`src/rtl/tdc_regmap_pkg.sv`:
```
// Shared register-map constants and sequencer state encoding for the TDC
// readout path; also used by gen_sel_signals.
package tdc_regmap_pkg;

  localparam int FIRST_ADDR = 0;
  localparam int LAST_ADDR  = 23;
  localparam int IDLE_ADDR  = 31;

  localparam int ADDR_FPGA  = 0;
  localparam int ADDR_VER0  = 1;
  localparam int ADDR_PENC  = 6;
  localparam int ADDR_CNTR0 = 7;
  localparam int ADDR_DAC   = 23;

  typedef enum logic [1:0] {
    IDLE   = 2'd0,
    SETTLE = 2'd1,
    SEND   = 2'd2,
    DONE   = 2'd3
  } seq_state_t;

endpackage

```
`src/rtl/tdc_readout_seq.sv`:
```
// Walks the TDC register map once per frame, waits for the byte mux to settle
// at each address and streams the captured byte out over valid/ready.
module tdc_readout_seq #(
  parameter int ADDR_W     = 5,
  parameter int DATA_W     = 8,
  parameter int FIRST_ADDR = tdc_regmap_pkg::FIRST_ADDR,
  parameter int LAST_ADDR  = tdc_regmap_pkg::LAST_ADDR,
  parameter int IDLE_ADDR  = tdc_regmap_pkg::IDLE_ADDR,
  parameter int SETTLE_CYC = 2,
  parameter int CNT_W      = 4
) (
  input  logic              clk,
  input  logic              rst_n,
  input  logic              start,
  input  logic              abort,
  output logic [ADDR_W-1:0] addr,
  input  logic [DATA_W-1:0] data_in,
  output logic [DATA_W-1:0] out_data,
  output logic              out_valid,
  input  logic              out_ready,
  output logic              out_sof,
  output logic              out_eof,
  output logic              busy,
  output logic              done
);

  import tdc_regmap_pkg::seq_state_t;
  import tdc_regmap_pkg::IDLE;
  import tdc_regmap_pkg::SETTLE;
  import tdc_regmap_pkg::SEND;
  import tdc_regmap_pkg::DONE;

  localparam logic [ADDR_W-1:0] A_FIRST  = ADDR_W'(FIRST_ADDR);
  localparam logic [ADDR_W-1:0] A_LAST   = ADDR_W'(LAST_ADDR);
  localparam logic [ADDR_W-1:0] A_IDLE   = ADDR_W'(IDLE_ADDR);
  localparam logic [CNT_W-1:0]  CNT_LOAD = CNT_W'(SETTLE_CYC);

  seq_state_t       state;
  logic [CNT_W-1:0] cnt;

  always_ff @(posedge clk or negedge rst_n) begin
    if (!rst_n) begin
      state     <= IDLE;
      addr      <= A_IDLE;
      cnt       <= '0;
      out_data  <= '0;
      out_valid <= 1'b0;
      out_sof   <= 1'b0;
      out_eof   <= 1'b0;
      busy      <= 1'b0;
      done      <= 1'b0;
    end else if (abort) begin
      // A byte on offer in this cycle is dropped, not counted as transferred.
      state     <= IDLE;
      addr      <= A_IDLE;
      cnt       <= '0;
      out_valid <= 1'b0;
      out_sof   <= 1'b0;
      out_eof   <= 1'b0;
      busy      <= 1'b0;
      done      <= 1'b0;
    end else begin
      done <= 1'b0;
      case (state)
        IDLE: begin
          if (start) begin
            addr  <= A_FIRST;
            cnt   <= CNT_LOAD;
            busy  <= 1'b1;
            state <= SETTLE;
          end
        end
        SETTLE: begin
          // data_in is only trusted once the mux has had cnt cycles to settle.
          if (cnt != '0) begin
            cnt <= cnt - 1'b1;
          end else begin
            out_data  <= data_in;
            out_valid <= 1'b1;
            out_sof   <= (addr == A_FIRST);
            out_eof   <= (addr == A_LAST);
            state     <= SEND;
          end
        end
        SEND: begin
          if (out_ready) begin
            out_valid <= 1'b0;
            out_sof   <= 1'b0;
            out_eof   <= 1'b0;
            if (addr == A_LAST) begin
              addr  <= A_IDLE;
              busy  <= 1'b0;
              done  <= 1'b1;
              state <= DONE;
            end else begin
              addr  <= addr + 1'b1;
              cnt   <= CNT_LOAD;
              state <= SETTLE;
            end
          end
        end
        DONE: begin
          state <= IDLE;
        end
        default: begin
          state <= IDLE;
        end
      endcase
    end
  end

endmodule

```
`config.mk`:
```
export PLATFORM = sky130hd
export DESIGN_NAME = tdc_readout_seq
export DESIGN_NICKNAME = d
export VERILOG_FILES = /design/src/rtl/tdc_regmap_pkg.sv /design/src/rtl/tdc_readout_seq.sv
export SDC_FILE = /design/constraint.sdc
export NUM_CORES = 1
export LEC_CHECK = 0
export CAP_MARGIN = 0
export CORE_ASPECT_RATIO = 0.7
export CORE_UTILIZATION = 55
export CTS_BUF_LIST = sky130_fd_sc_hd__clkbuf_4
export DETAILED_ROUTE_END_ITERATION = 8
export PLACE_DENSITY_LB_ADDON = 0.1
export SLEW_MARGIN = 40
export SYNTH_ARGS = -nofsm -noshare
export SYNTH_HDL_FRONTEND = slang
export SYNTH_SLANG_ARGS = --single-unit
```
`constraint.sdc`:
```
create_clock -name clk -period 2.24 [get_ports clk]
set_input_delay 0.448 -clock clk [delete_from_list [all_inputs] [get_ports clk]]
set_output_delay 0.448 -clock clk [all_outputs]
set_load 0.05 [all_outputs]
```
==> impl_metrics.env <==
export IMPL_status="completed"
export IMPL_dpl_hpwl_mm=2.13
export IMPL_place_worst_setup_slack_ns=0.396
export IMPL_synth_edff_count=0
export IMPL_grt_overflow_total=0
export IMPL_ioPinCount=31
export IMPL_regArea_um2=607
export IMPL_die_area_um2=2540
export IMPL_vdd_drop_max_v=0.000684
export IMPL_drtIter0Drc=54
export IMPL_cts_buffers=3
export IMPL_cp_max_fo=6
export IMPL_wire_per_inst_um=15.5
export IMPL_crit_required_ns=1.79
export IMPL_yosysTopAreaCell="dfrtp_1"
export IMPL_critical_path_max_stage_delay_ns=0.81
export IMPL_synth_mux_area_share_pct=9.32
export IMPL_yosysUniqueCellTypes=41
export IMPL_worst_slew_pin_slew_ns=0.525
export IMPL_synth_main_ff_cell="dfrtp_1"
export IMPL_core_um2=2170
export IMPL_grt_pass1_vias=1048
export IMPL_period_share_pct=97.3
export IMPL_gp_congestion=0.880
export IMPL_die_x_um=59.9
export IMPL_die_h_um=42.5
export IMPL_detail_route_vias_per_cell=5.85
export IMPL_synth_area_leaders="dfrtp_1, dfstp_2, mux2_2"
export IMPL_synth_avg_cell_area_um2=11.0
export IMPL_grt_pass1_wl_mm=4.69
export IMPL_route_detailed_drc=0
export IMPL_synth_xor_area_share_pct=0
export IMPL_fmax_ghz=0.459
export IMPL_ant_nets=0
export IMPL_drv_slew=0
export IMPL_nets=168
export IMPL_drv_cap=0
export IMPL_synthArstFlopShare_pct=100
export IMPL_clk_pin_slew_worst_paths_ns=0.13
export IMPL_grt_max_degree=25
export IMPL_critPathArrivalTime_ns=1.73
export IMPL_multi_input_area_um2=618
export IMPL_path_delay_family="buffers and inverters"
export IMPL_rsz0062_at_grt="false"
export IMPL_hold_class="in2async"
export IMPL_clock_sinks=24
export IMPL_insertion_delay_ns=0.32
export IMPL_synthAdderAreaFrac_pct=3.88
export IMPL_setup_viol=0
export IMPL_ys_seq_elements=24
export IMPL_cts_hold_fix_buffers=0
export IMPL_io_buffer_count=30
export IMPL_slew_headroom_pct=64.9
export IMPL_yosysTopAreaCellShare_pct=36.9
export IMPL_synthSimpleGateAreaFrac_pct=20.4
export IMPL_clockBufferDepth=2
export IMPL_cts_tree="built"
export IMPL_crit_chain="clkdlybuf4s50_1"
export IMPL_synth_area_um2=1290
export IMPL_antenna_cells=0
export IMPL_yosysWarningCount=0
export IMPL_yosysMostFrequentCell="dfrtp_1"
export IMPL_fillers=154
export IMPL_totalWireLength_mm=2.83
export IMPL_synth_top_family_by_area="simple AND/OR/NAND/NOR gates"
export IMPL_post_cts_buffers=0
export IMPL_finalHoldViolations=0
export IMPL_finish_utilization_pct=76.3
export IMPL_synth_nets=134
export IMPL_drt_pass1_iter_count=4
export IMPL_synth_compound_area_share_pct=14.4
export IMPL_htreeDepth=1
export IMPL_grt_antenna_before_repair=0
export IMPL_drive_above_1_share_pct=18.0
export IMPL_row_count=14
export IMPL_fin_crit_ns=2.18
export IMPL_power_leakage_nw=0.696
export IMPL_critPathLaunchType="flop"
export IMPL_p_per_area_nw_per_um2=1010
export IMPL_crit_slowest_cell="clkdlybuf4s50_1"
export IMPL_setup_tns_ns=0
export IMPL_end_kind="primary output"
export IMPL_cp_num_buf_inv=1
export IMPL_cts_resized=0
export IMPL_syn_instance_count=117
export IMPL_synthTopCellsByCount="dfrtp_1, mux2_2, inv_1, nor3_1, o211ai_1"
export IMPL_worst_setup_path_type="reg2out"
export IMPL_area_delta_synth_final_pct=28.6
export IMPL_setup_ws_ns=0.0613
export IMPL_vias=1064
export IMPL_start_util_pct=59.3
export IMPL_root_buffer="clkbuf_4"
export IMPL_fin_skew_ns=0.00711
export IMPL_ys_seq_area_share_pct=47.1
export IMPL_grt_usage_pct=25.7
-- worst paths after layout --
check                            start           to  slack [ns]  depth (start not counted)
hold / removal                   rst_n         busy        0.47                          2
max in group asynchronous        rst_n      addr[3]        1.48                          2
setup / recovery               addr[4]      addr[4]        0.06                          1
setup reg to reg                cnt[0]  out_data[0]        0.49                          5
min in group clk           out_data[3]  out_data[3]        0.52                          1
hold reg to reg            out_data[3]  out_data[3]        0.52                          1
-- where the power goes --
part	switching (mW)	internal, mW
Sequential	0.0810	0.551
Clock	0.130	0.0654
Combinational	0.524	0.321
-- logic make-up (layout without fill, tap and decap cells) --
logic type,Yosys count,count (layout)
AOI/OAI and AO/OA,25,25
adders and majority gates,4,4
buffers and inverters,13,46
DFF,24,24
muxes,11,11
and+or+nand+nor,40,40
-- metrics by stage --
step / cell area [µm²] / total power, mW / instances / hold slack (ns)
2_1_floorplan: 1290 / 1.21 / 117 / 0.152
3_3_place_gp: 1630 / 1.46 / 178 / 0.485
3_5_place_dp: 1630 / 1.49 / 178 / 0.495
4_1_cts: 1660 / 1.68 / 182 / 0.474
5_1_grt: 1660 / 1.75 / 182 / 0.489
6_report: 1660 / 1.67 / 182 / 0.466
-- flip-flops by register name, indices dropped and copies added (netlist names) --
signal,count
addr,5
busy,1
cnt,4
done,1
out_data,8
out_eof,1
out_sof,1
out_valid,1
state,2
-- routing by layer --
metal	vias up	wire length (µm)	track usage (%)
met5	-	0	0
met4	0	27	9.30
met3	4	160	7.10
met2	31	1320	38.4
met1	526	1320	35.6
li1	503	-	-
-- layout make-up --
type / count / area share [%]
Timing Repair Buffer: 35 / 20.5
Tap cell: 32 / 2.42
Clock inverter: 1 / 0.226
Sequential cell: 24 / 36.6
Clock buffer: 3 / 1.36
Inverter: 7 / 1.58
Multi-Input combinational cell: 80 / 37.3
-- layout by cell type, fill, tap and decap left out, types with 5 or more instances in the layout --
| cell | instances |
|---|---|
| buf_4 | 5 |
| inv_1 | 6 |
| dfstp_2 | 5 |
| dfrtp_1 | 19 |
| nor2b_1 | 5 |
| o211ai_1 | 6 |
| nor2_1 | 5 |
| mux2_2 | 8 |
| nor3_1 | 6 |
| nand3_1 | 5 |
| clkdlybuf4s50_1 | 29 |
No activity file was read; power rests on OpenSTA's default activity.
